## src/rtl/fetch_seq.sv

```systemverilog
// rtl/fetch_seq.sv - multi-cycle fetch/next-PC sequencer for the core front end
module fetch_seq #(
    parameter int                XLEN     = 32,
    parameter logic [XLEN-1:0]   RESET_PC = 32'h0000_0000,
    parameter logic [XLEN-1:0]   TRAP_VEC = 32'h0000_0100
) (
    input  logic              clk,
    input  logic              rst,
    input  logic              en,
    output logic              imem_req,
    output logic [XLEN-1:0]   imem_addr,
    input  logic              imem_gnt,
    input  logic              imem_rvalid,
    input  logic [31:0]       imem_rdata,
    output logic [XLEN-1:0]   pc,
    output logic [31:0]       instruction,
    input  logic [XLEN-1:0]   i_imm,
    input  logic [XLEN-1:0]   sb_imm,
    input  logic [XLEN-1:0]   uj_imm,
    output logic              instr_valid,
    input  logic              instr_ready,
    input  logic              resolve_valid,
    input  logic              branch_taken,
    input  logic [XLEN-1:0]   rs1_val,
    input  logic              redirect_valid,
    input  logic [XLEN-1:0]   redirect_pc,
    output logic              misalign_err
);

    localparam logic [31:0]     NOP        = 32'h0000_0013;
    localparam logic [6:0]      OP_JAL     = 7'b1101111;
    localparam logic [6:0]      OP_BRANCH  = 7'b1100011;
    localparam logic [6:0]      OP_JALR    = 7'b1100111;
    localparam logic [XLEN-1:0] STEP       = XLEN'(4);
    localparam logic [XLEN-1:0] CLR_BIT0   = ~XLEN'(1);

    typedef enum logic [2:0] {
        S_IDLE, S_FETCH, S_WAIT, S_ISSUE, S_RESOLVE, S_DRAIN
    } state_t;

    state_t state, state_nxt;

    logic [6:0]      opcode;
    logic            is_jal, is_jalr, needs_resolve;
    logic            issue_fire, resolve_fire, pc_update;
    logic            check_align, trap;
    logic [XLEN-1:0] seq_pc, target;

    assign opcode        = instruction[6:0];
    assign is_jal        = (opcode == OP_JAL);
    assign is_jalr       = (opcode == OP_JALR);
    assign needs_resolve = (opcode == OP_BRANCH) || is_jalr;
    assign seq_pc        = pc + STEP;

    // A redirect in the same cycle wins and the completion is thrown away.
    assign issue_fire   = (state == S_ISSUE) && instr_ready && !redirect_valid && !needs_resolve;
    assign resolve_fire = (state == S_RESOLVE) && resolve_valid && !redirect_valid;
    assign pc_update    = issue_fire || resolve_fire;

    // Sequential pc+4 targets are exempt from the alignment check, even on wrap.
    always_comb begin
        target      = seq_pc;
        check_align = 1'b0;
        if (state == S_ISSUE) begin
            if (is_jal) begin
                target      = pc + uj_imm;
                check_align = 1'b1;
            end
        end else if (is_jalr) begin
            target      = (rs1_val + i_imm) & CLR_BIT0;
            check_align = 1'b1;
        end else if (branch_taken) begin
            target      = pc + sb_imm;
            check_align = 1'b1;
        end
    end

    assign trap = check_align && (target[1:0] != 2'b00);

    always_ff @(posedge clk or posedge rst) begin
        if (rst) begin
            state <= S_IDLE;
        end else begin
            state <= state_nxt;
        end
    end

    always_comb begin
        state_nxt = state;
        case (state)
            S_IDLE: begin
                if (en) state_nxt = S_FETCH;
            end
            S_FETCH: begin
                // A grant accepted alongside a redirect still owes a response.
                if (imem_gnt) state_nxt = redirect_valid ? S_DRAIN : S_WAIT;
            end
            S_WAIT: begin
                if (redirect_valid) state_nxt = imem_rvalid ? S_FETCH : S_DRAIN;
                else if (imem_rvalid) state_nxt = S_ISSUE;
            end
            S_ISSUE: begin
                if (redirect_valid) state_nxt = S_FETCH;
                else if (instr_ready) begin
                    if (needs_resolve) state_nxt = S_RESOLVE;
                    else               state_nxt = en ? S_FETCH : S_IDLE;
                end
            end
            S_RESOLVE: begin
                if (redirect_valid)     state_nxt = S_FETCH;
                else if (resolve_valid) state_nxt = en ? S_FETCH : S_IDLE;
            end
            S_DRAIN: begin
                if (imem_rvalid) state_nxt = S_FETCH;
            end
            default: state_nxt = S_IDLE;
        endcase
    end

    always_comb begin
        imem_req    = (state == S_FETCH);
        instr_valid = (state == S_ISSUE);
    end

    assign imem_addr = pc;

    always_ff @(posedge clk or posedge rst) begin
        if (rst) begin
            pc           <= RESET_PC;
            instruction  <= NOP;
            misalign_err <= 1'b0;
        end else begin
            misalign_err <= pc_update && trap;
            if (redirect_valid) begin
                pc <= redirect_pc;
            end else if (pc_update) begin
                pc <= trap ? TRAP_VEC : target;
            end
            if ((state == S_WAIT) && imem_rvalid && !redirect_valid) begin
                instruction <= imem_rdata;
            end
        end
    end

endmodule

```

## config.mk

```make
export PLATFORM = sky130hd
export DESIGN_NAME = fetch_seq
export DESIGN_NICKNAME = d
export VERILOG_FILES = /design/src/rtl/fetch_seq.sv
export SDC_FILE = /design/constraint.sdc
export NUM_CORES = 1
export LEC_CHECK = 0
export BUFFER_PORTS_ARGS = -buffer_cell sky130_fd_sc_hd__buf_2
export CAP_MARGIN = 20
export CORE_ASPECT_RATIO = 0.7
export CORE_MARGIN = 5
export CORE_UTILIZATION = 43
export DETAILED_ROUTE_END_ITERATION = 7
export HOLD_SLACK_MARGIN = 0.06
export PLACE_DENSITY = 0.71
export SLEW_MARGIN = 25
export SYNTH_ARGS = -nofsm -noshare
export SYNTH_HDL_FRONTEND = slang
export SYNTH_SLANG_ARGS = --single-unit
```

## constraint.sdc

```tcl
create_clock -name clk -period 3.3 [get_ports clk]
set_clock_uncertainty 0.1 [all_clocks]
set_input_delay 0.66 -clock clk [delete_from_list [all_inputs] [get_ports clk]]
set_output_delay 0.66 -clock clk [all_outputs]
set_load 0.01 [all_outputs]
```

# [Word-level counts from Yosys, hierarchy flattened]
# Cells that the tools add are included.
[word_totals] ff_bits=68 latchBits=0 ramBits=0 romBits=0 inputBits=201 mem_count=0
[op_classes] n_addsub=4 n_mul=0 n_div=0 order_cmp=0 n_eq_ne=14 shifts=0 n_mux=25 bitwise_logic=0 n_reduce_logical=17
[ops] op="two-way mux 32 bit" n=7
[ops] op="adder 32 bit" n=3
[ops] op="two-way mux 3 bit" n=12
[ops] op="adder 32 x 3 -> 32 bit, second input constant" n=1
[ops] op="equality test 7 bit, second input constant" n=3
[ops] op="case mux 3 bit (6 select lines)" n=1
[ops] op="logical AND 1 bit" n=9
[ops] op="equality test 3 x 2 -> 1 bit, second input constant" n=2
[ops] op="equality test 3 bit, second input constant" n=2
[ops] op="!= test 3 bit, second input constant" n=2
[ops] op="AND reduction 6 bit" n=1
[ops] op="two-way mux 1 bit" n=5
[ops] op="!= test 2 bit, second input constant" n=2
[ops] op="nonzero test 2 bit" n=2
[ops] op="equality test 3 x 1 -> 1 bit, second input constant" n=1
[ops] op="logical NOT 3 bit" n=1
[ops] op="!= test 3 x 1 -> 1 bit, second input constant" n=1
[ops] op="logical NOT 1 bit" n=2
[ops] op="logical OR 1 bit" n=2
[ops] op="!= test 2 x 1 -> 1 bit, second input constant" n=1

# [Longest topological paths before layout]
# Gate-level depths: netlist of the first run.
[depth] word_depth=9 depth_mapped=11

# [Worst setup path before layout of the first run]
# Ideal clock, no wire load.
[synth_timing] path_type="input port to flip-flop" startpoint="in sb_imm[4]" endpoint="reg pc[25], in the netlist imem_addr[25]" setup_time_ps=86 t_arrival_ps=3168 setup_slack_ps=-55 cell_stages=10 n_path_buf=0 cell_sequence="ha_1 -> a2111oi_4 -> o31ai_2 -> a311o_4 -> a2111oi_4 -> nor2_2 -> a2111o_1 -> a31oi_1 -> o2111ai_1 -> o221ai_2"
[synth_via] elab_chain_cells=7
[synth_rtl] element="start, declared" line_no="18" rtl="input logic [XLEN-1:0] sb_imm,"
[synth_rtl] element="adder 32 bit" line_no="73" rtl="target = pc + sb_imm;"
[synth_rtl] element="two-way mux 32 bit" line_no="72" rtl="end else if (branch_taken) begin"
[synth_rtl] element="two-way mux 32 bit" line_no="69" rtl="end else if (is_jalr) begin"
[synth_rtl] element="two-way mux 32 bit" line_no="64" rtl="if (state == S_ISSUE) begin"
[synth_rtl] element="two-way mux 32 bit" line_no="137" rtl="pc <= trap ? TRAP_VEC : target;"
[synth_rtl] element="two-way mux 32 bit" line_no="136" rtl="end else if (pc_update) begin"
[synth_rtl] element="two-way mux 32 bit" line_no="134" rtl="if (redirect_valid) begin"
[synth_rtl] element="end signal, assigned" line_no="135" rtl="pc <= redirect_pc;"
[synth_rtl] element="end signal, assigned" line_no="137"
[synth_rtl] element="end, declared" line_no="15" rtl="output logic [XLEN-1:0] pc,"
# No other way between the ends. The select of a mux whose other input is x is not followed.
# A chain may end at the register's enable or synchronous reset.

# [Worst setup path after layout of the first run]
[layout_timing] startpoint="reg pc[4], in the netlist imem_addr[4]" endpoint="reg pc[29], in the netlist imem_addr[29]"
[layout_via] elab_chain_cells=7
[layout_rtl] element="adder 32 x 3 -> 32 bit / adder 32 bit (equally long branches)" line_no="53, 73"
[layout_rtl] element="two-way mux 32 bit" line_no="72"
[layout_rtl] element="two-way mux 32 bit" line_no="69"
[layout_rtl] element="two-way mux 32 bit (*)" line_no="64"
[layout_rtl] element="two-way mux 32 bit (*)" line_no="137"
[layout_rtl] element="two-way mux 32 bit (*)" line_no="136"
[layout_rtl] element="two-way mux 32 bit (*)" line_no="134"
# Every way passes the cells marked *; elsewhere a longest branch is shown, timed or not. The select of a mux whose other input is x is not followed.

==> impl_metrics.csv, run 1 <==
group,metric,value,unit
global_route,number_of_antenna_violations_at_the_first_check_in_global_routing,0,
power_and_ir_drop,finalPower,7.731,mW
cells_and_area,filler_cell_count,2126,
floorplan,die_h,136.2,um
synthesis,synthesized_net_count,1577,
clock_tree,tritoncts_clock_tree,"yes",
worst_setup_path,cp_num_buf_inv,1,
synthesis,netlist-cell-type-count,79,
timing,final_period_minus_worst_setup_slack,3.259,ns
clock_tree,cts.clk_slew.worst_paths,0.07,ns
timing,max_clock_freq,0.3068,GHz
power_and_ir_drop,combPwrFrac,66.7,%
timing,final_min_period_over_clock_period,98.77,%
routing,wl_met3,6.180,mm
power_and_ir_drop,power.density,577.9,nW/um^2
cells_and_area,drive_gt1_share,35.80,%
clock_tree,worstSkewPairLatency,0.35,ns
global_route,vias_in_the_first_global_route,11180,
placement,gp_congestion,1.025,
power_and_ir_drop,seq_power_share,19.1,%
synthesis,synth-edff-count,0,
clock_tree,cts_hold_buf,0,
synthesis,synthArstFlopShare,100.0,%
floorplan,floorplan.io_pins,300,
job,timing.max_cap.violations,0,
clock_tree,cts_buffers,9,
worst_setup_path,cp_cell_sequence,"ha_4, a2111oi_4, o31ai_2, buf_4, a311o_4, a2111oi_4, nor3_2, o41ai_2, xor2_1, nand2_1, a31o_2",
cells_and_area,final_nets,2021,
status,outcome,"completed",
worst_setup_path,criticalPathCategory,"flop to flop",
timing,slew_headroom,60.80,%
timing,final-max-slew-violation-count,0,
power_and_ir_drop,switching_power,3.594,mW
synthesis,postSynth.topFlopCell,"sky130_fd_sc_hd__dfrtp_1",
placement,dp_hpwl,34.26,mm
worst_setup_path,reg2reg_from,"imem_addr[4]$_DFFE_PP0P_",
timing,max_slew.worst_pin.slew,0.5732,ns
global_route,grt_max_degree,69,
floorplan,core_area,22500,um^2
timing,final_setup_margin,0.04051,ns
timing,final.setup.tns,0,ns
routing,drt-total-wl,41.81,mm
worst_setup_path,slowest_delay,0.41,ns
timing,grt_setup_unrepaired,"true",
worst_setup_path,critPathRequiredTime,3.45,ns
worst_setup_path,reg2reg_setup_slack,0.04,ns
global_route,grt_first_pass_wirelength,62.22,mm
floorplan,die_width,190.3,um
floorplan,floorplan.rows,46,
routing,drt_drc_violations_left,0,
synthesis,synthesis.area,9781,um^2
worst_setup_path,critical_path.slowest_cell,"sky130_fd_sc_hd__dfrtp_1",
cells_and_area,area_growth_from_synthesis_to_layout,36.78,%
worst_setup_path,critPathMaxFanout,4,
synthesis,synth_sequential_area_ratio,17.44,%
global_route,gr_overflow_total,0,
power_and_ir_drop,intPower,4.137,mW
routing,routed_wire_length_per_instance,20.49,um
synthesis,yosysWarnings,0,
synthesis,synth_top_area_cell,"sky130_fd_sc_hd__dfrtp_1",
synthesis,post_synth_most_frequent_cells,"121 x sky130_fd_sc_hd__nand2_1, 117 x sky130_fd_sc_hd__a21oi_1, 111 x sky130_fd_sc_hd__nor2_1, 110 x sky130_fd_sc_hd__o21ai_0, 93 x sky130_fd_sc_hd__ha_1",
hold_path,holdCritPathClass,"input port to asynchronous set/reset pin",
worst_setup_path,worst_path_most_repeated_cell,"sky130_fd_sc_hd__a2111oi_4",
placement,port_buffers,299,
synthesis,synth.most_common_cell,"sky130_fd_sc_hd__nand2_1",
power_and_ir_drop,power_frac_clock,14.1,%
synthesis,postSynthAreaPerCell,7.641,um^2
placement,dp_cells,2022,
synthesis,cells_taking_the_most_area_after_synthesis,"sky130_fd_sc_hd__dfrtp_1 17%, sky130_fd_sc_hd__ha_1 12%, sky130_fd_sc_hd__a21oi_1 6.0%",
clock_tree,clock_path_buffers,2,
clock_tree,htreeDepth,3,
cells_and_area,post-route-util,59.45,%
routing,detailedRoute.firstPassIterationCount,5,
power_and_ir_drop,vdd_ir_drop_max,0.3505,mV
synthesis,postSynthCellCount,1280,
worst_setup_path,signal_arrival_time_at_the_worst_endpoint,3.41,ns
cells_and_area,finish.cell_count_without_fillers,2041,
routing,dr_wl_met2,16.71,mm
routing,ant_nets,0,
floorplan,die-area,25910,um^2
timing,hold_viol_final,0,
routing,drt_first_iter_violations,1341,
worst_setup_path,dominant_delay_contributor_by_cell_family_on_the_critical_path,"compound AO/OA/AOI/OAI gates",
clock_tree,clock-root-buffer,"sky130_fd_sc_hd__clkbuf_16",
power_and_ir_drop,power_leakage,6.480,nW
clock_tree,clock_sink_count,68,
worst_setup_path,cp-startpoint,"imem_addr[4]$_DFFE_PP0P_",
placement,placement.setup.worst_slack,-0.5174,ns
routing,detailroute.via_count,11990,
routing,vias_per_cell,5.874,
synthesis,ys_seq_elements,68,
timing,setup-violations-final,0,
synthesis,synth_top_area_share,16.63,%
global_route,grt.total_usage,30.59,%
routing,top_layer_used,"met4",
worst_setup_path,cp-end-kind,"flop",
worst_setup_path,worstSetupStartpointType,"flop",
cells_and_area,num_antenna_cells,0,
floorplan,floorplan.initialDensity,43.46,%
power_and_ir_drop,netSwitchingFraction,46.49,%
routing,wl_met1,18.45,mm
## tightest hold or removal path, stage by stage
cell	delay, ns
sky130_fd_sc_hd__buf_2	0.10
sky130_fd_sc_hd__inv_2	0.06
sky130_fd_sc_hd__buf_12	0.33
## power groups by stage
stage / clock [mW] / combinational, mW / sequential (mW)
2_1_floorplan: 0 / 2.71 / 1.54
3_3_place_gp: 0 / 4.84 / 1.46
3_5_place_dp: 0 / 4.90 / 1.48
4_1_cts: 1.09 / 4.95 / 1.47
5_1_grt: 1.13 / 5.54 / 1.52
6_report: 1.09 / 5.16 / 1.48
## placed cells by master (no fill, tap or decap), drive strengths merged, types with 8 or more instances in the layout
cell / Yosys / final
a211oi: 27 / 27
a21o: 31 / 31
a21oi: 117 / 117
a31oi: 16 / 16
and2: 9 / 9
and3: 14 / 14
and4: 11 / 11
buf: 37 / 518
clkbuf: 48 / 10
dfrtp: 65 / 65
ha: 93 / 93
inv: 36 / 36
mux2: 35 / 35
mux2i: 15 / 15
nand2: 121 / 121
nand3: 30 / 30
nand4: 27 / 27
nor2: 112 / 112
nor3: 29 / 29
nor3b: 8 / 8
o211ai: 16 / 16
o21a: 13 / 13
o21ai: 111 / 111
o21bai: 14 / 14
o221ai: 10 / 10
xnor2: 56 / 56
xor2: 41 / 41
## final timing paths
kind                       depth (start not counted)                     endpoint
setup reg to reg                                  11    imem_addr[29]$_DFFE_PP0P_
max in group asynchronous                          3     imem_addr[9]$_DFFE_PP0P_
hold / removal                                     3  instruction[28]$_DFFE_PP0P_
min in group clk                                   1  instruction[12]$_DFFE_PP0P_
setup / recovery                                  11    imem_addr[29]$_DFFE_PP0P_
hold reg to reg                                    1  instruction[12]$_DFFE_PP0P_
## area by class of cell
cell class	instances	area [um^2]	area share [%]
clock inverter	6	90.09	0.6734
tap	312	390.4	2.918
inverter	37	138.9	1.038
multi-input combinational	1090	7656	57.23
sequential	68	1708	12.77
timing repair buffer	518	3166	23.66
clock buffer	10	229.0	1.712
## repair_timing
action                                  CTS  global route
buffers inserted                          2             1
resized for setup                         8            27
endpoints found under the setup margin    9            18
pin swaps                                 4            10
## logic make-up (layout without fill, tap and decap cells)
| logic type | count (synthesis) | in the layout | share of synthesized area [%] |
|---|---|---|---|
| AO/OA/AOI/OAI | 450 | 450 | 30.50 |
| AND/OR/NAND/NOR | 397 | 397 | 19.36 |
| flip-flops | 68 | 68 | 17.44 |
| XOR/XNOR | 97 | 97 | 8.686 |
| buffers and inverters | 122 | 571 | 5.948 |
| adder cells (fa/ha/maj) | 96 | 96 | 12.51 |
| multiplexers | 50 | 50 | 5.565 |
## registers in the layout, summed over array words and instances, names as in the netlist
register	flops
imem_addr	32
misalign_err	1
instruction	32
state	3
## per-layer routing
metal | GRT usage (%) | vias up
li1 | - | 5676
met1 | 45.11 | 5569
met2 | 42.83 | 702
met3 | 11.73 | 42
met4 | 4.904 | 0
met5 | 0 | -
## stage by stage
stage	instance area, um^2	hold WS (ns)
3_5_place_dp	12880	0.3875
5_1_grt	13380	0.3160
6_report	13380	0.2737
2_1_floorplan	9784	0.4500
4_1_cts	13240	0.3031
3_3_place_gp	12880	0.3814
(Power assumes the default switching activity.)
==> inputs of run 2 (changes only) <==
--- a/config.mk
+++ b/config.mk
@@ -10,6 +10,7 @@
 export CORE_ASPECT_RATIO = 0.7
 export CORE_MARGIN = 5
 export CORE_UTILIZATION = 43
+export CTS_BUF_LIST = sky130_fd_sc_hd__clkbuf_8 sky130_fd_sc_hd__clkbuf_16
 export DETAILED_ROUTE_END_ITERATION = 7
 export HOLD_SLACK_MARGIN = 0.06
 export PLACE_DENSITY = 0.71
==> run 2 against run 1 <==
Combinational power about the same. Hold slack lost 0.00072 ns. Largest power group unchanged. Highest routed layer unchanged. Sequential share of layout area unchanged. Clock-buffer cell count decreased by 1. Register-to-register slack about the same. Cell count did not move.
==> impl_metrics.csv, run 2 (synthesized netlist as in run 1, its figures left out) <==
group,metric,value,unit
status,outcome,"completed",
cells_and_area,area_growth_from_synthesis_to_layout,36.78,%
timing,hold_viol_final,0,
worst_setup_path,slowest_delay,0.41,ns
routing,ant_nets,0,
routing,drt_first_iter_violations,1341,
timing,final_period_minus_worst_setup_slack,3.260,ns
power_and_ir_drop,power_leakage,6.484,nW
clock_tree,tritoncts_clock_tree,"yes",
floorplan,floorplan.rows,46,
placement,gp_congestion,1.025,
placement,dp_hpwl,34.26,mm
placement,placement.setup.worst_slack,-0.5174,ns
worst_setup_path,cp_cell_sequence,"ha_4, a2111oi_4, o31ai_2, buf_4, a311o_4, a2111oi_4, nor3_2, o41ai_2, xor2_1, nand2_1, a31o_2",
routing,detailedRoute.firstPassIterationCount,7,
clock_tree,cts_hold_buf,0,
global_route,grt_first_pass_wirelength,62.22,mm
placement,placed_area,12880,um^2
worst_setup_path,critPathCapture,"imem_addr[29]$_DFFE_PP0P_",
global_route,grt.total_usage,30.59,%
power_and_ir_drop,vdd_ir_drop_max,0.3507,mV
timing,max_clock_freq,0.3068,GHz
clock_tree,clock-root-buffer,"sky130_fd_sc_hd__clkbuf_16",
global_route,number_of_antenna_violations_at_the_first_check_in_global_routing,0,
floorplan,die_h,136.2,um
worst_setup_path,criticalPathCategory,"flop to flop",
power_and_ir_drop,power.density,578.0,nW/um^2
timing,grt_setup_unrepaired,"true",
global_route,vias_in_the_first_global_route,11180,
clock_tree,cts.clk_slew.worst_paths,0.07,ns
worst_setup_path,reg2reg_from,"imem_addr[4]$_DFFE_PP0P_",
cells_and_area,final_design_area_no_fill,13380,um^2
routing,drt-total-wl,41.84,mm
cells_and_area,mostFrequentLayoutCell,"sky130_fd_sc_hd__buf_2",
floorplan,floorplan.initialDensity,43.46,%
global_route,grt_max_degree,69,
routing,detailroute.via_count,11990,
placement,port_buffers,299,
clock_tree,clock_sink_count,68,
floorplan,die-area,25910,um^2
routing,vias_per_cell,5.877,
timing,max_slew.worst_pin.slew,0.5732,ns
timing,setup-violations-final,0,
floorplan,die_width,190.3,um
cells_and_area,final_nets,2021,
worst_setup_path,critical_path.slowest_cell,"sky130_fd_sc_hd__dfrtp_1",
routing,drt_drc_violations_left,0,
worst_setup_path,reg2reg_setup_slack,0.04,ns
floorplan,floorplan.io_pins,300,
worst_setup_path,cp_num_buf_inv,1,
worst_setup_path,worst-r2r-cell-count,11,
worst_setup_path,cp.depth,11,
clock_tree,clock_path_buffers,2,
worst_setup_path,cp-end-kind,"flop",
cells_and_area,num_antenna_cells,0,
worst_setup_path,worst_r2r_endpoint,"imem_addr[29]$_DFFE_PP0P_",
worst_setup_path,worst_path_most_repeated_cell,"sky130_fd_sc_hd__a2111oi_4",
placement,dp_cells,2022,
floorplan,core_area,22500,um^2
timing,final-max-slew-violation-count,0,
cells_and_area,layout_common_cells,"299 x sky130_fd_sc_hd__buf_2, 217 x sky130_fd_sc_hd__buf_4, 121 x sky130_fd_sc_hd__nand2_1, 115 x sky130_fd_sc_hd__a21oi_1, 111 x sky130_fd_sc_hd__nor2_1",
clock_tree,worstSkewPairLatency,0.35,ns
clock_tree,htreeDepth,3,
timing,slew_headroom,60.80,%
worst_setup_path,dominant_delay_contributor_by_cell_family_on_the_critical_path,"compound AO/OA/AOI/OAI gates",
timing,final.setup.tns,0,ns
worst_setup_path,critPathRequiredTime,3.45,ns
global_route,gr_overflow_total,0,
routing,routed_wire_length_per_instance,20.50,um
worst_setup_path,critPathMaxFanout,4,
power_and_ir_drop,finalPower,7.732,mW
cells_and_area,finish.cell_count_without_fillers,2041,
clock_tree,cts_buffers,9,
job,timing.max_cap.violations,0,
timing,final_min_period_over_clock_period,98.77,%
hold_path,holdCritPathClass,"input port to asynchronous set/reset pin",
worst_setup_path,worstSetupStartpointType,"flop",
worst_setup_path,cp-startpoint,"imem_addr[4]$_DFFE_PP0P_",
timing,final_setup_margin,0.04044,ns
cells_and_area,filler_cell_count,2126,
cells_and_area,drive_gt1_share,35.80,%
worst_setup_path,signal_arrival_time_at_the_worst_endpoint,3.41,ns
[run 2: power breakdown]
part	total, mW	internal [mW]	switching (mW)
registers	1.48	1.14	0.344
clock network	1.09	0.661	0.427
logic	5.16	2.34	2.83
[run 2: tightest hold or removal path, stage by stage]
cell and delay [ns]:
sky130_fd_sc_hd__buf_2 0.10, sky130_fd_sc_hd__inv_2 0.06, sky130_fd_sc_hd__buf_12 0.33
[run 2: metrics by stage]
| step | hold WS [ns] | util, % |
|---|---|---|
| after global placement | 0.3814 | 57.24 |
| after floorplan | 0.4500 | - |
| after CTS | 0.3029 | 58.83 |
| after detailed placement | 0.3875 | 57.24 |
| after global routing | 0.3157 | 59.45 |
| final | 0.2730 | 59.45 |
[run 2: repair_timing]
action / 4_1_cts / 5_1_grt
endpoints found under the hold margin: 0 / 0
gates resized for setup: 8 / 27
endpoints found under the setup margin: 9 / 18
setup buffers: 2 / 1
pin swaps: 4 / 10
[run 2: metal layers]
layer  global-route usage (%)  up-vias  wire length, um
met5                        0        -                0
met4                    4.904        0              483
met3                    11.73       42             6281
met2                    42.83      704            16710
met1                    45.11     5570            18360
li1                         -     5678                -
[run 2: final cells by class]
| type | count | area, um^2 | share of cell area (%) |
|---|---|---|---|
| clock inverter | 7 | 93.84 | 0.7015 |
| timing repair buffer | 518 | 3166 | 23.66 |
| sequential | 68 | 1708 | 12.77 |
| tap | 312 | 390.4 | 2.918 |
| clock buffer | 9 | 225.2 | 1.684 |
| inverter | 37 | 138.9 | 1.038 |
| multi-input combinational | 1090 | 7656 | 57.23 |
[run 2: worst min-delay path by stage]
stage                                        endpoint                        start  slack [ns]  depth (start not counted)
final                     instruction[28]$_DFFE_PP0P_                          rst        0.27                          3
after global routing      instruction[22]$_DFFE_PP0P_                          rst        0.32                          3
after CTS                 instruction[24]$_DFFE_PP0P_                          rst        0.30                          3
after detailed placement  instruction[12]$_DFFE_PP0P_  instruction[12]$_DFFE_PP0P_        0.39                          1
after global placement    instruction[10]$_DFFE_PP0P_  instruction[10]$_DFFE_PP0P_        0.38                          1
after floorplan           instruction[20]$_DFFE_PP0P_  instruction[20]$_DFFE_PP0P_        0.45                          1
==> inputs of run 3 (changes only) <==
--- a/config.mk
+++ b/config.mk
@@ -6,14 +6,15 @@
 export NUM_CORES = 1
 export LEC_CHECK = 0
 export BUFFER_PORTS_ARGS = -buffer_cell sky130_fd_sc_hd__buf_2
-export CAP_MARGIN = 20
+export CELL_PAD_IN_SITES_DETAIL_PLACEMENT = 0
+export CELL_PAD_IN_SITES_GLOBAL_PLACEMENT = 2
 export CORE_ASPECT_RATIO = 0.7
 export CORE_MARGIN = 5
-export CORE_UTILIZATION = 43
+export CORE_UTILIZATION = 27
 export CTS_BUF_LIST = sky130_fd_sc_hd__clkbuf_8 sky130_fd_sc_hd__clkbuf_16
 export DETAILED_ROUTE_END_ITERATION = 7
 export HOLD_SLACK_MARGIN = 0.06
-export PLACE_DENSITY = 0.71
+export PLACE_DENSITY_LB_ADDON = 0.1
 export SLEW_MARGIN = 25
 export SYNTH_ARGS = -nofsm -noshare
 export SYNTH_HDL_FRONTEND = slang
==> run 3 against run 2 <==
First-iteration DRC count fell by 28%. Sequential share of layout area down 0.66 points. Cell count grew 11%. Global-route usage fell by 7.7 points. Critical path depth is 1 higher. Non-clock buffer count grew 48. Via count decreased by 1.2%. Setup slack worse by 0.010 ns. Hold slack worse by 0.019 ns. Power rose by 4.2%.
==> impl_metrics.csv, run 3 (synthesized netlist as in run 1, its figures left out) <==
group,metric,value,unit
clock_tree,clock_sink_count,68,
placement,dp_cells,2236,
routing,drt_drc_violations_left,0,
cells_and_area,final_design_area_no_fill,14130,um^2
clock_tree,cts_hold_buf,0,
worst_setup_path,cp-startpoint,"imem_addr[4]$_DFFE_PP0P_",
floorplan,die_width,237.5,um
worst_setup_path,critPathRequiredTime,3.47,ns
timing,setup-violations-final,0,
routing,top_layer_used,"met4",
worst_setup_path,critPathMaxFanout,4,
clock_tree,htreeDepth,3,
cells_and_area,area_growth_from_synthesis_to_layout,44.49,%
floorplan,floorplan.rows,58,
timing,hold_viol_final,0,
worst_setup_path,critPathCapture,"imem_addr[15]$_DFFE_PP0P_",
routing,wl_met1,25.38,mm
timing,final-max-slew-violation-count,0,
clock_tree,cts.clk_slew.worst_paths,0.07,ns
power_and_ir_drop,power_leakage,6.763,nW
routing,vias_per_cell,5.247,
timing,final_min_period_over_clock_period,99.08,%
worst_setup_path,cp_num_buf_inv,2,
power_and_ir_drop,switching_power,3.801,mW
timing,slew_headroom,61.31,%
worst_setup_path,slowest_delay,0.44,ns
routing,routed_wire_length_per_instance,21.54,um
global_route,grt_max_degree,39,
routing,dr_wl_met2,19.60,mm
timing,max_clock_freq,0.3058,GHz
floorplan,die_h,169.2,um
placement,dp_hpwl,40.30,mm
routing,ant_nets,0,
clock_tree,clock_path_buffers,2,
floorplan,floorplan.io_pins,300,
status,outcome,"completed",
worst_setup_path,worst-r2r-cell-count,12,
placement,gp_congestion,0.9105,
global_route,gr_overflow_total,0,
clock_tree,cts_buffers,9,
worst_setup_path,cp.depth,12,
routing,detailedRoute.firstPassIterationCount,5,
cells_and_area,filler_cell_count,3822,
worst_setup_path,reg2reg_from,"imem_addr[4]$_DFFE_PP0P_",
cells_and_area,drive_gt1_share,39.17,%
worst_setup_path,cp-end-kind,"flop",
placement,port_buffers,299,
worst_setup_path,cp_cell_sequence,"ha_4, a2111oi_4, o31ai_4, a311o_4, buf_4, a31oi_2, buf_4, xnor2_2, o22ai_1, a32oi_1, a2111o_1, a32oi_1",
routing,detailroute.via_count,11850,
timing,grt_setup_unrepaired,"true",
hold_path,holdCritPathClass,"input port to asynchronous set/reset pin",
global_route,vias_in_the_first_global_route,11260,
cells_and_area,finish.cell_count_without_fillers,2258,
power_and_ir_drop,power_frac_clock,12.9,%
worst_setup_path,reg2reg_setup_slack,0.03,ns
power_and_ir_drop,seq_power_share,18.2,%
power_and_ir_drop,intPower,4.259,mW
power_and_ir_drop,power.density,570.3,nW/um^2
cells_and_area,layout_common_cells,"298 x sky130_fd_sc_hd__buf_2, 265 x sky130_fd_sc_hd__buf_4, 121 x sky130_fd_sc_hd__nand2_1, 112 x sky130_fd_sc_hd__a21oi_1, 111 x sky130_fd_sc_hd__nor2_1",
worst_setup_path,signal_arrival_time_at_the_worst_endpoint,3.44,ns
global_route,number_of_antenna_violations_at_the_first_check_in_global_routing,2,
power_and_ir_drop,netSwitchingFraction,47.16,%
worst_setup_path,critical_path.slowest_cell,"sky130_fd_sc_hd__a2111oi_4",
worst_setup_path,criticalPathCategory,"flop to flop",
floorplan,core_area,35850,um^2
clock_tree,tritoncts_clock_tree,"yes",
timing,final_period_minus_worst_setup_slack,3.270,ns
clock_tree,worstSkewPairLatency,0.35,ns
placement,placed_area,13410,um^2
clock_tree,clock-root-buffer,"sky130_fd_sc_hd__clkbuf_16",
power_and_ir_drop,vdd_ir_drop_max,0.3055,mV
job,timing.max_cap.violations,0,
global_route,grt.total_usage,22.88,%
worst_setup_path,dominant_delay_contributor_by_cell_family_on_the_critical_path,"compound AO/OA/AOI/OAI gates",
routing,drt_first_iter_violations,968,
power_and_ir_drop,combPwrFrac,68.9,%
worst_setup_path,worstSetupStartpointType,"flop",
cells_and_area,mostFrequentLayoutCell,"sky130_fd_sc_hd__buf_2",
power_and_ir_drop,finalPower,8.060,mW
global_route,grt_first_pass_wirelength,71.16,mm
routing,wl_met3,3.127,mm
cells_and_area,final_nets,2069,
worst_setup_path,worst_r2r_endpoint,"imem_addr[15]$_DFFE_PP0P_",
floorplan,floorplan.initialDensity,27.28,%
floorplan,die-area,40190,um^2
routing,drt-total-wl,48.64,mm
timing,fin_hold_ws,0.2539,ns
cells_and_area,post-route-util,39.42,%
timing,max_slew.worst_pin.slew,0.5657,ns
-- run 3: cell count changes in the layout (fill, tap and decap cells not counted), moves of 4 or more --
cell / delta
sky130_fd_sc_hd__xnor2_1: -4
sky130_fd_sc_hd__xnor2_2: +5
sky130_fd_sc_hd__a31oi_1: -5
sky130_fd_sc_hd__buf_4: +48
sky130_fd_sc_hd__a31oi_2: +4
-- run 3: repair_timing --
item                                    CTS  global route
gates cloned                              0             0
endpoints found under the hold margin     0             0
setup buffers                             3             2
gates resized for setup                  33            45
endpoints found under the setup margin   15            19
pin swaps                                15            31
-- run 3: routing by layer --
layer  vias up  track usage, %
li1       5777               -
met1      5663           37.11
met2       375           32.44
met3        33           3.103
met4         0           3.085
met5         -               0
-- run 3: through the flow --
| stage | worst slack [ns] | TNS [ns] |
|---|---|---|
| floorplan | 0.01213 | 0 |
| global placement | -0.5153 | -5.753 |
| detailed placement | -0.6115 | -6.436 |
| CTS | -0.03731 | -0.04332 |
| global route | -0.06475 | -0.1714 |
| finish | 0.03025 | 0 |
-- run 3: area by class of cell --
cell class | instances | area (um^2) | area share [%]
diodes | 1 | 2.502 | 0.01771
clock buffers | 10 | 239.0 | 1.691
clock inverters | 6 | 63.81 | 0.4515
inverters | 37 | 138.9 | 0.9827
multi-input cells | 1090 | 7863 | 55.64
flip-flops and latches | 68 | 1710 | 12.10
well taps | 480 | 600.6 | 4.250
repair buffers | 566 | 3515 | 24.87
-- run 3: worst min-delay path by stage --
stage	from	end	slack, ns
6_report	rst	instruction[19]$_DFFE_PP0P_	0.25
5_1_grt	rst	instruction[20]$_DFFE_PP0P_	0.29
4_1_cts	rst	instruction[19]$_DFFE_PP0P_	0.26
3_5_place_dp	instruction[29]$_DFFE_PP0P_	instruction[29]$_DFFE_PP0P_	0.39
3_3_place_gp	instruction[24]$_DFFE_PP0P_	instruction[24]$_DFFE_PP0P_	0.38
2_1_floorplan	instruction[20]$_DFFE_PP0P_	instruction[20]$_DFFE_PP0P_	0.45
-- run 3: power groups by stage --
stage               logic (mW)  registers, mW  clock network [mW]
global route              5.99           1.51                1.09
global placement          5.26           1.47                   0
floorplan                 2.71           1.54                   0
detailed placement        5.24           1.47                   0
finish                    5.55           1.47                1.04
CTS                       5.37           1.46                1.07
